## config.mk

```make
export PLATFORM = sky130hd
export DESIGN_NAME = imem_boot_ctrl
export DESIGN_NICKNAME = d
export VERILOG_FILES = /design/src/rtl/imem_boot_pkg.sv /design/src/rtl/imem_boot_ctrl_packer.sv /design/src/rtl/imem_boot_ctrl.sv
export SDC_FILE = /design/constraint.sdc
export NUM_CORES = 1
export LEC_CHECK = 0
export CORE_UTILIZATION = 29
export DETAILED_ROUTE_END_ITERATION = 6
export GPL_TIMING_DRIVEN = 1
export PLACE_DENSITY = 0.51
export REMOVE_ABC_BUFFERS = 1
export SYNTH_ARGS = -nofsm -noshare
export SYNTH_HDL_FRONTEND = slang
export SYNTH_SLANG_ARGS = --single-unit
```

## constraint.sdc

```tcl
create_clock -name i_clk -period 4.1 [get_ports i_clk]
set_input_delay 0.82 -clock i_clk [delete_from_list [all_inputs] [get_ports i_clk]]
set_output_delay 0.82 -clock i_clk [all_outputs]
set_load 0.03 [all_outputs]
```

## src/rtl/imem_boot_pkg.sv

```systemverilog
// +--------------------------------------------------------------------------+
// | imem_boot_pkg : shared types/constants for the UART imem boot loader     |
// | Rev 1.0                                                                  |
// +--------------------------------------------------------------------------+
`default_nettype none

package imem_boot_pkg;

    typedef enum logic [2:0] {
        IDLE = 3'd0,
        LEN0 = 3'd1,
        LEN1 = 3'd2,
        DATA = 3'd3,
        CSUM = 3'd4,
        RUN  = 3'd5
    } boot_state_e;

    localparam logic [7:0] SYNC_BYTE  = 8'hA5;
    localparam logic [3:0] BMASK_WORD = 4'hF;

endpackage

`default_nettype wire

```

## src/rtl/imem_boot_ctrl_packer.sv

```systemverilog
// +--------------------------------------------------------------------------+
// | boot_byte_packer : packs little-endian bytes into 32-bit words and keeps |
// | the XOR checksum (accumulator only with IMEM_BOOT_CSUM_EN). Rev 1.0      |
// +--------------------------------------------------------------------------+
`default_nettype none

module boot_byte_packer (
    input  logic        clk,
    input  logic        rst,
    input  logic        clear,
    input  logic        byte_valid,
    input  logic [7:0]  byte_data,
    output logic [1:0]  lane,
    output logic        word_valid,
    output logic [31:0] word,
    output logic [7:0]  csum
);

    logic [31:0] shift;

    // Bytes enter at the top so byte0 ends up in bits [7:0] after four shifts.
    always_ff @(posedge clk or posedge rst) begin
        if (rst) begin
            lane       <= 2'd0;
            shift      <= 32'h0;
            word       <= 32'h0;
            word_valid <= 1'b0;
        end else begin
            word_valid <= 1'b0;
            if (clear) begin
                lane  <= 2'd0;
                shift <= 32'h0;
            end else if (byte_valid) begin
                shift <= {byte_data, shift[31:8]};
                lane  <= lane + 2'd1;
                if (lane == 2'd3) begin
                    word       <= {byte_data, shift[31:8]};
                    word_valid <= 1'b1;
                end
            end
        end
    end

`ifdef IMEM_BOOT_CSUM_EN
    always_ff @(posedge clk or posedge rst) begin
        if (rst) begin
            csum <= 8'h00;
        end else if (clear) begin
            csum <= 8'h00;
        end else if (byte_valid) begin
            csum <= csum ^ byte_data;
        end
    end
`else
    assign csum = 8'h00;
`endif

endmodule

`default_nettype wire

```

## src/rtl/imem_boot_ctrl.sv

```systemverilog
// +--------------------------------------------------------------------------+
// | imem_boot_ctrl : UART boot-load sequencer in front of imem. Optional     |
// | checksum check via macro IMEM_BOOT_CSUM_EN.  Rev 1.0                     |
// +--------------------------------------------------------------------------+
`default_nettype none

module imem_boot_ctrl
    import imem_boot_pkg::*;
#(
    parameter int         DEPTH   = 2048,
    parameter int         TIMEOUT = 1_000_000,
    parameter logic [7:0] SYNC    = SYNC_BYTE
) (
    input  logic        i_clk,
    input  logic        i_reset,
    input  logic        i_rx_valid,
    input  logic [7:0]  i_rx_data,
    input  logic        i_boot_req,
    input  logic [31:0] i_cpu_pc,
    output logic [31:0] o_mem_addr,
    output logic [31:0] o_mem_wdata,
    output logic [3:0]  o_mem_bmask,
    output logic        o_mem_wren,
    output logic        o_cpu_rst,
    output logic        o_busy,
    output logic        o_boot_err
);

    localparam int              TW      = $clog2(TIMEOUT + 1);
    localparam logic [TW-1:0]   TMAX    = TW'(TIMEOUT - 1);
    localparam logic [16:0]     DEPTH_W = 17'(DEPTH);

    boot_state_e    state, state_next;
    logic [15:0]    index;
    logic [15:0]    count;
    logic [TW-1:0]  tcnt;
    logic           err;

    logic           err_event;
    logic           sync_hit;
    logic           data_byte;
    logic [15:0]    len_full;

    logic [1:0]     lane;
    logic           word_valid;
    logic [31:0]    word;
    logic [7:0]     csum;

    assign len_full = {i_rx_data, count[7:0]};
    assign o_busy   = (state == LEN0) || (state == LEN1) ||
                      (state == DATA) || (state == CSUM);

    boot_byte_packer u_packer (
        .clk        (i_clk),
        .rst        (i_reset),
        .clear      (sync_hit),
        .byte_valid (data_byte),
        .byte_data  (i_rx_data),
        .lane       (lane),
        .word_valid (word_valid),
        .word       (word),
        .csum       (csum)
    );

    always_comb begin
        state_next = state;
        err_event  = 1'b0;
        sync_hit   = 1'b0;
        data_byte  = 1'b0;
        case (state)
            IDLE: begin
                if (i_rx_valid && (i_rx_data == SYNC)) begin
                    state_next = LEN0;
                    sync_hit   = 1'b1;
                end
            end
            LEN0: begin
                if (i_rx_valid) state_next = LEN1;
            end
            LEN1: begin
                if (i_rx_valid) begin
                    if ({1'b0, len_full} > DEPTH_W) err_event = 1'b1;
                    else if (len_full == 16'd0)     state_next = CSUM;
                    else                            state_next = DATA;
                end
            end
            DATA: begin
                if (i_rx_valid) begin
                    data_byte = 1'b1;
                    // Index still holds the current word: the previous write
                    // retired at least three cycles ago.
                    if ((lane == 2'd3) && (index == count - 16'd1))
                        state_next = CSUM;
                end
            end
            CSUM: begin
                if (i_rx_valid) begin
`ifdef IMEM_BOOT_CSUM_EN
                    if (i_rx_data == csum) state_next = RUN;
                    else                   err_event  = 1'b1;
`else
                    state_next = RUN;
`endif
                end
            end
            RUN: begin
                if (i_boot_req) state_next = IDLE;
            end
            default: state_next = IDLE;
        endcase
        if (o_busy && !i_rx_valid && (tcnt == TMAX)) err_event = 1'b1;
        if (err_event) state_next = IDLE;
    end

    always_ff @(posedge i_clk or posedge i_reset) begin
        if (i_reset) begin
            state <= IDLE;
            index <= 16'd0;
            count <= 16'd0;
            tcnt  <= '0;
            err   <= 1'b0;
        end else begin
            state <= state_next;
            if (sync_hit)        index <= 16'd0;
            else if (word_valid) index <= index + 16'd1;
            if (i_rx_valid && (state == LEN0)) count[7:0]  <= i_rx_data;
            if (i_rx_valid && (state == LEN1)) count[15:8] <= i_rx_data;
            if (!o_busy || i_rx_valid) tcnt <= '0;
            else if (tcnt != TMAX)     tcnt <= tcnt + 1'b1;
            if (err_event)     err <= 1'b1;
            else if (sync_hit) err <= 1'b0;
        end
    end

    assign o_mem_addr  = (state == RUN) ? {2'b00, i_cpu_pc[31:2]} : {16'h0, index};
    assign o_mem_wdata = word;
    assign o_mem_wren  = word_valid;
    assign o_mem_bmask = word_valid ? BMASK_WORD : 4'h0;
    assign o_cpu_rst   = (state != RUN);
    assign o_boot_err  = err;

    logic unused_bits;
`ifdef IMEM_BOOT_CSUM_EN
    assign unused_bits = ^i_cpu_pc[1:0];
`else
    assign unused_bits = ^{i_cpu_pc[1:0], csum};
`endif

endmodule

`default_nettype wire

```

======== Word level (Yosys, flattened, before mapping) ========
Index checks and enable logic that the tools add are counted.
word-level totals
  register bits ........................... 123
  input port bits ......................... 44
  output and inout port bits .............. 72
  logic and storage cells ................. 89
cells by class
  add/sub/neg operators ................... 4
  order comparisons ....................... 1
  equal/unequal tests ..................... 19
  mux-type cells .......................... 34
  bitwise gates (word level) .............. 1
  reduce and logical (&&, ||, !) cells .... 20
operators by type and width
  operator                                                                 number
  32-bit two-way mux                                                       2
  20-bit two-way mux                                                       2
  16-bit two-way mux                                                       2
  3-bit two-way mux                                                        10
  30-bit two-way mux                                                       1
  3-bit inequality test (second input constant)                            8
  20-bit by 1-bit adder with 20-bit output (second input constant)         1
  20-bit equality test (second input constant)                             1
  20-bit inequality test (second input constant)                           1
  3-bit one-hot mux with 6 select lines                                    1
  16-bit by 1-bit adder with 16-bit output (second input constant)         1
  16-bit equality test                                                     1
  16-bit by 12-bit > comparator with 1-bit output (second input constant)  1
  16-bit zero test                                                         1
  16-bit by 1-bit subtractor with 16-bit output (second input constant)    1
  1-bit two-way mux                                                        13
  8-bit equality test (second input constant)                              1
  8-bit AND reduction                                                      1
  2-bit nonzero test                                                       4
  3-bit by 2-bit equality test with 1-bit output (second input constant)   2
  3-bit equality test (second input constant)                              2
  1-bit logical AND                                                        6
  1-bit logical OR                                                         4
  2-bit two-way mux                                                        2
  9 further kinds                                                          10

======== Longest topological paths before layout ========
  depth after elaboration ................. 9
  depth in mapped cells ................... 8
  depth with buffers taken out ............ 8

======== By module ========
Synthesis repeated with hierarchy kept, for this count alone.
unflattened totals
  cells, all modules ...................... 586
  area total of the unflattened synthesis .. 6112.1 µm²
modules (own cells, without submodules)
  module            instances  cells each  area an instance (µm²)  seq. area each (µm²)
  imem_boot_ctrl    1          421         3631.0                  1401.3
  boot_byte_packer  1          165         2481.1                  1476.4

======== Least setup slack after synthesis ========
Ideal clock, no wire load.
  path type ............................... reg2out
  start point ............................. reg state[2]
  end point ............................... out o_mem_addr[10]
  arrival ................................. 1.910 ns
  slack ................................... 1.370 ns
  cell stages (with the launch flop) ...... 9
  path buffers ............................ 3
  path through ............................ dfrtp_1 > buf_2 > nor2b_1 > and2_1 > buf_2 > inv_2 > clkbuf_1 > nand2_1 > nand2_1
between the ends
  longest elaborated chain between the ends .. 2
RTL lines
  element                 RTL line               source
  start, declared         imem_boot_ctrl.sv:33   boot_state_e state, state_next;
  start signal, assigned  imem_boot_ctrl.sv:123  state <= state_next;
  3-bit equality test     imem_boot_ctrl.sv:135  assign o_mem_addr = (state == RUN) ? {2'b00, i_cpu_pc[31:2]} : {16'h0, index};
  30-bit two-way mux      imem_boot_ctrl.sv:135
  end, declared           imem_boot_ctrl.sv:20   output logic [31:0] o_mem_addr,
No other way between the ends.

======== Final worst setup path ========
  start point ............................. reg state[2]
  end point ............................... out o_mem_addr[2]
The elaborated chain is that of the path after synthesis.

==> metrics.txt <==
RSZ-0062 raised after global routing=no; routed via count=between 4000 and 5000; Worst R2R Path Depth=8; total CTS buffers=17; number of synthesized register bits=roughly 120; Initial Util=0.299; delay of the slowest critical-path stage=0.59 ns; Achievable Freq=284 MHz; Clock H-tree levels=4; Critical R2R Capture=state[0]$_DFFE_PP0P_; post-CTS setup buffers=0; Synth Flop Type=dfrtp_1; Synth cell types=58; min-delay src=u_packer.word[15]$_DFFE_PP0P_; DR iter-0 viols=245; Clk pin slew, worst setup/hold paths=about 0.050 ns; Post-synth EDFFs=0; area grow syn2layout=34.0%; Pleak=between 3 and 4 nW; first-pass GRT wire length=between 20000 and 25000 µm; Synth top area share=0.489; Pins Over Slew Limit=0; Yosys top cell by area=dfrtp_1; final hold vios=0; CTS tree=built; commonest non-fill, non-tap cell in the layout=nand2_1; Max VDD drop=about 300 µV; CTS root buf=clkbuf_16; Post-layout nets=approximately 760; worst reg2reg setup slack=~1.4 ns; most frequent CP cell=nand2_1; initial antenna violation count=0; ant diodes=0; core region area=19700 µm²; status=complete, no violations; Syn Inst Count=600; async set-reset flop share out of synthesis=1.00; commonest non-fill, non-tap cells in the layout=nand2_1, dfrtp_1, clkdlybuf4s50_1; Setup TNS=0 ns; top cells by area, synth=dfrtp_1, nand2_1, mux2_2; TritonRoute pass-1 iters=6; Post-Layout Cell Count=987; worst path cell trace=nor2b_1 -> and2_1 -> inv_2 -> nand2_1 -> nand2_1 -> clkdlybuf4s50_1; worst-path fanout max=16; die width=around 140 µm; Final Cycle Share=0.858; min-delay worst type=reg -> reg; Rel. slew slack=0.499; CTS Buffer Depth=2; fillcell total=1978; via/cell ratio=4.73; power per cell area=about 560 nW/µm²; drt total wl=roughly 14000 µm; WL per Instance=around 14 µm; placed cell count=955; final setup fails=0; Synthesis Warnings=0; Chip Height=approximately 140 µm; Hold-fix buffers, CTS=0; row cnt=between 50 and 60; Port-buffer cells=between 100 and 150; CP Data Required Time=roughly 3.3 ns; RD Place Congestion=0.778; Layout Skew=roughly 0.006 ns; DP HPWL=10200 µm; maxcap violations=0; Final min period=roughly 3.5 ns; total grt overflow=0; actual slew at the worst max-slew pin=approximately 0.75 ns; share of cells above drive strength 1=0.107; Multi-input gate area=2800 µm²; via count of the first global-routing pass=between 4000 and 5000; die area=20900 µm²; Detail Route Antenna Nets=0; clk sink count=around 120; Worst EP arrival=2.70 ns; largest net degree at the start of global routing=62; syn_area_per_cell=~10 µm²; crit path kind=reg -> out; Seq/Total Area, Yosys=0.489; reg2reg start=count[0]$_DFFE_PP0P_; CP startpoint kind=register; sequential cell area=about 2900 µm²; clk_lat worst skew=a little over 0.4 ns; Critical Path Sink=o_mem_addr[2]; Post-Synthesis Cell Area=between 5000 and 6000 µm²; Worst Setup SP=state[2]$_DFFE_PP0P_; Overall Global Routing Usage=0.148; Worst setup EP type=primary output; Ports=approximately 120; DRC violation count after routing=0; critical path's slowest cell=clkdlybuf4s50_1; Resized Gates After CTS=0
## critical path: cells and delay by family, from the launching register on
kind | cells | cell delay (ns)
simple gates | 4 | 0.89
buf+inv | 2 | 0.84
flops | 1 | 0.55
## sequential cells by signal, indices dropped and copies added (netlist names)
signal               count
u_packer.word           32
index                   16
u_packer.shift          24
tcnt                    20
state                    3
u_packer.word_valid      1
o_boot_err               1
u_packer.lane            2
count                   16
## cells in the mapped netlist, types with 5 or more instances
library cell,n
o21ai_0,30
xnor2_1,23
inv_1,12
and3_1,24
or3_1,9
nand2_1,118
a21oi_1,10
and4_1,5
nand4_1,12
ha_1,5
nor2_1,43
mux2_1,18
mux2_2,27
nor3_1,10
buf_2,13
o21ai_1,9
dfrtp_1,115
nand3_1,11
clkbuf_1,14
xor2_1,28
buf_4,6
## worst min-delay path by stage
stage                     slack (ns)                       endpoint  depth (start not counted)
after floorplan                 0.46   u_packer.word[0]$_DFFE_PP0P_                          1
after global placement          0.47         o_boot_err$_DFFE_PP0P_                          1
after detailed placement        0.47   u_packer.word[0]$_DFFE_PP0P_                          1
after CTS                       0.50         o_boot_err$_DFFE_PP0P_                          1
after global routing            0.52         o_boot_err$_DFFE_PP0P_                          1
final                           0.49  u_packer.word[15]$_DFFE_PP0P_                          1
## per-layer routing
layer | wire, µm | track usage | part of all wire
met3 | 841 | 0.0440 | 0.059
met5 | 0 | 0 | 0
met4 | 124 | 0.0410 | 0.0087
met2 | 6860 | 0.247 | 0.48
met1 | 6450 | 0.186 | 0.45
## metrics by stage
stage	hold WS [ns]	utilization	instance area [µm²]	setup slack (ns)	power, mW
2_1_floorplan	0.458	-	5720	0.236	2.49
3_3_place_gp	0.470	0.370	7260	0.985	2.88
3_5_place_dp	0.469	0.370	7260	0.945	2.92
4_1_cts	0.496	0.401	7880	0.486	4.49
5_1_grt	0.515	0.401	7880	0.327	4.72
6_report	0.492	0.401	7880	0.584	4.43
## cells by family after synthesis
| family | after synthesis | share of synthesized area |
|---|---|---|
| compound gates | 72 | 0.0715 |
| xor+xnor | 52 | 0.0798 |
| fa+ha+maj | 5 | 0.0106 |
| buf+inv | 46 | 0.0359 |
| flops | 115 | 0.489 |
| mux | 47 | 0.0896 |
| other cells | 1 | 0.000638 |
| simple gates | 262 | 0.223 |
## layout make-up
| class | count | share of cell area |
|---|---|---|
| sequential | 115 | 0.365 |
| multi-input combinational | 440 | 0.355 |
| timing repair buffer | 122 | 0.153 |
| clock buffer | 22 | 0.0589 |
| tap | 265 | 0.0421 |
| clock inverter | 10 | 0.0197 |
| inverter | 13 | 0.00651 |
## report_power, final
part / total [mW] / internal (mW) / switching [mW]
Clock: 1.54 / 1.04 / 0.501
Sequential: 1.71 / 1.40 / 0.318
Combinational: 1.17 / 0.562 / 0.608
Power figures use the tool's default switching activity.
